**config.mk**
```make
export PLATFORM = sky130hd
export DESIGN_NAME = brightness_row_sequencer_flat
export DESIGN_NICKNAME = d
export VERILOG_FILES = /design/src/rtl/brightness_row_sequencer_if.sv /design/src/rtl/brightness_row_sequencer.sv /design/src/flat_wrapper.sv
export SDC_FILE = /design/constraint.sdc
export NUM_CORES = 1
export LEC_CHECK = 0
export CAP_MARGIN = 20
export CORE_MARGIN = 2
export CORE_UTILIZATION = 52
export DETAILED_ROUTE_END_ITERATION = 12
export GPL_ROUTABILITY_DRIVEN = 0
export PLACE_DENSITY_LB_ADDON = 0.3
export SETUP_SLACK_MARGIN = 0.02
export SLEW_MARGIN = 20
export SYNTH_ARGS = -nofsm -noshare
export SYNTH_HDL_FRONTEND = slang
export SYNTH_SLANG_ARGS = --single-unit
```
**constraint.sdc**
```tcl
create_clock -name clk_in -period 2.4 [get_ports clk_in]
set_input_delay 0.48 -clock clk_in [delete_from_list [all_inputs] [get_ports clk_in]]
set_output_delay 0.48 -clock clk_in [all_outputs]
set_load 0.005 [all_outputs]
```
**src/rtl/brightness_row_sequencer_if.sv**
```systemverilog
`timescale 1ns/1ps
// Display-side bundle between the row sequencer, the column shifter and brightness_timeout.
// The master modport belongs to the sequencer; the slave modport is the shifter/timeout side.
interface brightness_row_sequencer_if #(
  parameter int BRIGHTNESS_LEVELS = 8,
  parameter int ROWS              = 16
);
  localparam int RW = $clog2(ROWS);

  logic                         enable;
  logic                         shift_done;
  logic                         exceeded_overlap_time;
  logic                         shift_start;
  logic [BRIGHTNESS_LEVELS-1:0] load_mask;
  logic [RW-1:0]                load_row;
  logic                         row_latch;
  logic [BRIGHTNESS_LEVELS-1:0] brightness_mask_active;
  logic [RW-1:0]                row_address;
  logic                         frame_start;
  logic                         stall;

  modport master (
    input  enable, shift_done, exceeded_overlap_time,
    output shift_start, load_mask, load_row, row_latch,
           brightness_mask_active, row_address, frame_start, stall
  );

  modport slave (
    output enable, shift_done, exceeded_overlap_time,
    input  shift_start, load_mask, load_row, row_latch,
           brightness_mask_active, row_address, frame_start, stall
  );
endinterface

```
**src/rtl/brightness_row_sequencer.sv**
```systemverilog
`timescale 1ns/1ps
// Steps bit planes MSB->LSB per row, rows ascending with wrap; requests a column shift, then latches
// once the previous plane's window has expired. shift_start 1 cycle after IDLE exit, row_latch 1 cycle after DRAIN exit.
module brightness_row_sequencer #(
  parameter int BRIGHTNESS_LEVELS = 8,
  parameter int ROWS              = 16,
  parameter int MAX_WAIT          = 4096
) (
  input  logic                        clk_in,
  input  logic                        reset_n,
  brightness_row_sequencer_if.master  bus
);
  localparam int RW = $clog2(ROWS);
  localparam int WW = $clog2(MAX_WAIT);
  localparam logic [BRIGHTNESS_LEVELS-1:0] MASK_MSB = {1'b1, {(BRIGHTNESS_LEVELS-1){1'b0}}};
  localparam logic [BRIGHTNESS_LEVELS-1:0] MASK_LSB = {{(BRIGHTNESS_LEVELS-1){1'b0}}, 1'b1};
  localparam logic [RW-1:0]                ROW_LAST  = RW'(ROWS - 1);
  localparam logic [WW-1:0]                WAIT_LAST = WW'(MAX_WAIT - 1);

  typedef enum logic [2:0] {
    S_IDLE,
    S_SHIFT_REQ,
    S_SHIFT_WAIT,
    S_DRAIN,
    S_LATCH
  } state_t;

  state_t                       state_q, state_d;
  logic [BRIGHTNESS_LEVELS-1:0] load_mask_q, load_mask_d;
  logic [RW-1:0]                load_row_q, load_row_d;
  logic [BRIGHTNESS_LEVELS-1:0] mask_active_q, mask_active_d;
  logic [RW-1:0]                row_address_q, row_address_d;
  logic                         shift_start_q, shift_start_d;
  logic                         row_latch_q, row_latch_d;
  logic                         frame_start_q, frame_start_d;
  logic                         stall_q, stall_d;
  logic                         first_plane_q, first_plane_d;
  logic [WW-1:0]                wait_cnt_q, wait_cnt_d;
  logic                         go_latch;

  always_comb begin
    state_d       = state_q;
    load_mask_d   = load_mask_q;
    load_row_d    = load_row_q;
    mask_active_d = mask_active_q;
    row_address_d = row_address_q;
    shift_start_d = 1'b0;
    row_latch_d   = 1'b0;
    frame_start_d = 1'b0;
    stall_d       = stall_q;
    first_plane_d = first_plane_q;
    wait_cnt_d    = wait_cnt_q;
    go_latch      = 1'b0;

    case (state_q)
      S_IDLE: begin
        if (bus.enable) begin
          state_d       = S_SHIFT_REQ;
          shift_start_d = 1'b1;
        end
      end
      S_SHIFT_REQ: begin
        state_d = S_SHIFT_WAIT;
      end
      S_SHIFT_WAIT: begin
        if (bus.shift_done) begin
          state_d = S_DRAIN;
        end
      end
      S_DRAIN: begin
        // Nothing is on display before the first latch, so there is no window to wait out.
        if (first_plane_q || bus.exceeded_overlap_time) begin
          go_latch = 1'b1;
        end else if (wait_cnt_q == WAIT_LAST) begin
          go_latch = 1'b1;
          stall_d  = 1'b1;
        end else begin
          wait_cnt_d = wait_cnt_q + 1'b1;
        end
        if (go_latch) begin
          state_d       = S_LATCH;
          wait_cnt_d    = '0;
          row_latch_d   = 1'b1;
          mask_active_d = load_mask_q;
          row_address_d = load_row_q;
          frame_start_d = !first_plane_q && (load_mask_q == MASK_MSB) && (load_row_q == '0);
          first_plane_d = 1'b0;
        end
      end
      S_LATCH: begin
        if (load_mask_q == MASK_LSB) begin
          load_mask_d = MASK_MSB;
          load_row_d  = (load_row_q == ROW_LAST) ? '0 : load_row_q + 1'b1;
        end else begin
          load_mask_d = load_mask_q >> 1;
        end
        if (bus.enable) begin
          state_d       = S_SHIFT_REQ;
          shift_start_d = 1'b1;
        end else begin
          state_d = S_IDLE;
        end
      end
      default: begin
        state_d = S_IDLE;
      end
    endcase
  end

  always_ff @(posedge clk_in or negedge reset_n) begin
    if (!reset_n) begin
      state_q       <= S_IDLE;
      load_mask_q   <= MASK_MSB;
      load_row_q    <= '0;
      mask_active_q <= MASK_MSB;
      row_address_q <= '0;
      shift_start_q <= 1'b0;
      row_latch_q   <= 1'b0;
      frame_start_q <= 1'b0;
      stall_q       <= 1'b0;
      first_plane_q <= 1'b1;
      wait_cnt_q    <= '0;
    end else begin
      state_q       <= state_d;
      load_mask_q   <= load_mask_d;
      load_row_q    <= load_row_d;
      mask_active_q <= mask_active_d;
      row_address_q <= row_address_d;
      shift_start_q <= shift_start_d;
      row_latch_q   <= row_latch_d;
      frame_start_q <= frame_start_d;
      stall_q       <= stall_d;
      first_plane_q <= first_plane_d;
      wait_cnt_q    <= wait_cnt_d;
    end
  end

  assign bus.shift_start            = shift_start_q;
  assign bus.load_mask              = load_mask_q;
  assign bus.load_row               = load_row_q;
  assign bus.row_latch              = row_latch_q;
  assign bus.brightness_mask_active = mask_active_q;
  assign bus.row_address            = row_address_q;
  assign bus.frame_start            = frame_start_q;
  assign bus.stall                  = stall_q;

endmodule

```
**src/flat_wrapper.sv**
```systemverilog
// flat-port wrapper written by rule: the top's interface ports become plain ports
module brightness_row_sequencer_flat 
#(
  parameter int BRIGHTNESS_LEVELS = 8,
  parameter int ROWS              = 16,
  parameter int MAX_WAIT          = 4096
)
  (clk_in, reset_n, bus_enable, bus_shift_done, bus_exceeded_overlap_time, bus_shift_start, bus_load_mask, bus_load_row, bus_row_latch, bus_brightness_mask_active, bus_row_address, bus_frame_start, bus_stall);
  brightness_row_sequencer_if #(.BRIGHTNESS_LEVELS(BRIGHTNESS_LEVELS), .ROWS(ROWS)) bus_i ();
  input  logic clk_in;
  input  logic reset_n;
  input wire logic [$bits(bus_i.enable)-1:0] bus_enable;
  input wire logic [$bits(bus_i.shift_done)-1:0] bus_shift_done;
  input wire logic [$bits(bus_i.exceeded_overlap_time)-1:0] bus_exceeded_overlap_time;
  output wire logic [$bits(bus_i.shift_start)-1:0] bus_shift_start;
  output wire logic [$bits(bus_i.load_mask)-1:0] bus_load_mask;
  output wire logic [$bits(bus_i.load_row)-1:0] bus_load_row;
  output wire logic [$bits(bus_i.row_latch)-1:0] bus_row_latch;
  output wire logic [$bits(bus_i.brightness_mask_active)-1:0] bus_brightness_mask_active;
  output wire logic [$bits(bus_i.row_address)-1:0] bus_row_address;
  output wire logic [$bits(bus_i.frame_start)-1:0] bus_frame_start;
  output wire logic [$bits(bus_i.stall)-1:0] bus_stall;
  assign bus_i.enable = bus_enable;
  assign bus_i.shift_done = bus_shift_done;
  assign bus_i.exceeded_overlap_time = bus_exceeded_overlap_time;
  assign bus_shift_start = bus_i.shift_start;
  assign bus_load_mask = bus_i.load_mask;
  assign bus_load_row = bus_i.load_row;
  assign bus_row_latch = bus_i.row_latch;
  assign bus_brightness_mask_active = bus_i.brightness_mask_active;
  assign bus_row_address = bus_i.row_address;
  assign bus_frame_start = bus_i.frame_start;
  assign bus_stall = bus_i.stall;
  brightness_row_sequencer #(.BRIGHTNESS_LEVELS(BRIGHTNESS_LEVELS), .ROWS(ROWS), .MAX_WAIT(MAX_WAIT)) u_core (.clk_in(clk_in), .reset_n(reset_n), .bus(bus_i));
endmodule
```
==> run metrics <==
outcome complete, no violations; Netlist cell types 40; PnR Total Power 1.62 mW; Hold Fails Final Rpt 0; CP startpoint kind flop; CTS hold repair buffers 0; Yosys top cell area share 51.4%; CTS tree yes; max-cap violations 0; total number of vias 1351; fin util 65.9%; first-pass GRT wire length 6600 µm; clk_skew 0.00948 ns; Final Setup Violations 0; worst r2r src u_core.wait_cnt_q[0]$_DFFE_PN0P_; TNS Setup 0 ns; share of cells above drive strength 1 19.5%; clock-pin transition on the worst setup and hold timing paths 0.08 ns; dpl cell area 0.00235 mm²; Yosys reg bits 44; via density per instance 5.45; WP data required 2.58 ns; synthesized area 0.00200 mm²; input/output buffers 32; DR iter-0 viols 100; fin crit share 82.2%; sequential area share after synthesis 55.4%; CP arrival 2.16 ns; Worst Tran Pin Value 0.738 ns; Initial Utilization 54.1%; CTS Root Cell clkbuf_8; Final ANT Viol Nets 0; clk buf depth 2; CTS H-tree depth 2; initial antenna violation count 0; clk_lat worst skew 0.29 ns; CP max FO 15; cts repair resizes 0; HP Class primary input to asynchronous set/reset pin; cts bufs inserted 5; most frequent cell after synthesis dfrtp_1; Slew Viols, Final 0; Synth warnings 0; chip width 66.0 µm; Post-synth EDFFs 0; die area 0.00435 mm²; hpwl dp 2690 µm; all-layer global routing usage 20.4%; Die Y 66.0 µm; DRT Pass-1 Iters 5; Max VDD drop 437 µV; Syn Nets 170; Max Fclk 507 MHz; cell area after layout 0.00243 mm²; drt wl/cell 15.3 µm; number of global-route vias before repair 1402; # IOs 33; row cnt 22; synthesized instance count 162; kind of critical path flop to flop; P&R area growth vs syn 21.8%; PD cells 669 mW/mm²; setup bufs post-CTS 0; dominant synthesized flop cell dfrtp_1; leakage 1.14 nW; post-synth top area cell dfrtp_1; Async SR Flop Fraction 100%; largest net degree at the start of global routing 29; Max-slew headroom 50.4%; Worst Setup SP u_core.wait_cnt_q[0]$_DFFE_PN0P_; clock sinks 44; synthesized area per cell 12.3 µm²; RSZ-0062 raised after global routing false; # DRC 0; NumNets Final 207; Synth top cells by count dfrtp_1 (41), nor2_1 (15), mux2_2 (13), nand2_1 (10); # diodes 0; crit path capture type flop; total grt overflow 0; Tmin final 1.97 ns; wirelength, routed 3780 µm; worst hold slack 0.0849 ns; Core ar. 0.00369 mm²; largest cells by area after synthesis dfrtp_1 (51%), mux2_2 (7.3%), mux2_4 (5.3%), dfstp_2 (3.9%), xnor2_1 (3.5%)
power by group:
part / switching (mW) / internal (mW) / leakage [nW]
Combinational: 0.158 / 0.120 / 0.505
Sequential: 0.0984 / 0.808 / 0.592
Clock: 0.236 / 0.204 / 0.0422
path summary, 6_finish.rpt:
| path | to | slack [ns] | cells after the start |
|---|---|---|---|
| max in group asynchronous | u_core.bus.load_mask[7]$_DFFE_PN1N_ | 1.59 | 2 |
| hold reg to reg | u_core.bus.stall$_DFFE_PN0P_ | 0.48 | 1 |
| setup reg to reg | u_core.bus.brightness_mask_active[3]$_DFFE_PN0P_ | 0.43 | 5 |
| hold / removal | u_core.wait_cnt_q[9]$_DFFE_PN0P_ | 0.08 | 1 |
| min in group clk_in | u_core.bus.stall$_DFFE_PN0P_ | 0.48 | 1 |
| setup / recovery | u_core.bus.brightness_mask_active[3]$_DFFE_PN0P_ | 0.43 | 5 |
layout make-up:
cell class	instances	area (µm²)
multi-input combinational	107	831
fill	312	1260
timing repair buffer	33	323
tap	48	60.1
sequential	44	1100
clock buffer	7	76.3
inverter	8	30.0
clock inverter	1	5.00
worst max-delay path, stage by stage, from the launching register on:
cell and delay, ns:
dfrtp_1 0.42, ha_1 0.24, and4_1 0.25, a311o_4 0.36, nand2_4 0.23, mux2_2 0.37
cells in the final DEF (no fill, tap or decap), types with 7 or more instances in the layout:
| cell type | instances |
|---|---|
| o21ai_0 | 8 |
| mux2_2 | 13 |
| nand2_1 | 10 |
| clkdlybuf4s50_1 | 31 |
| nor3_1 | 8 |
| xnor2_1 | 8 |
| mux2_4 | 7 |
| inv_1 | 7 |
| nor2_1 | 15 |
| dfrtp_1 | 41 |
registers in the layout, summed over array words and instances, names as in the netlist:
signal,flops
u_core.wait_cnt_q,12
u_core.bus.brightness_mask_active,8
u_core.bus.load_mask,8
u_core.bus.load_row,4
u_core.bus.row_address,4
u_core.state_q,3
u_core.bus.frame_start,1
u_core.bus.row_latch,1
u_core.bus.shift_start,1
u_core.bus.stall,1
u_core.first_plane_q,1
per-stage QoR:
| step | std cells | worst slack (ns) |
|---|---|---|
| 2_1_floorplan | 162 | 0.557 |
| 3_3_place_gp | 240 | 0.394 |
| 3_5_place_dp | 240 | 0.359 |
| 4_1_cts | 248 | 0.427 |
| 5_1_grt | 248 | 0.348 |
| 6_report | 248 | 0.428 |
cell families after synthesis:
group	count (synthesis)	share of synthesized area [%]
simple gates	61	18.2
flops	44	55.4
mux	20	12.6
compound gates	14	5.02
buf+inv	11	3.01
xor+xnor	9	3.95
fa+ha+maj	3	1.88
metal layers:
layer	vias to the layer above	global-route usage (%)	part of all wire, %
li1	643	-	-
met1	665	27.0	44
met2	38	31.3	49
met3	5	4.94	4.6
met4	0	10.2	1.7
met5	-	0	0
(Power assumes the default switching activity.)
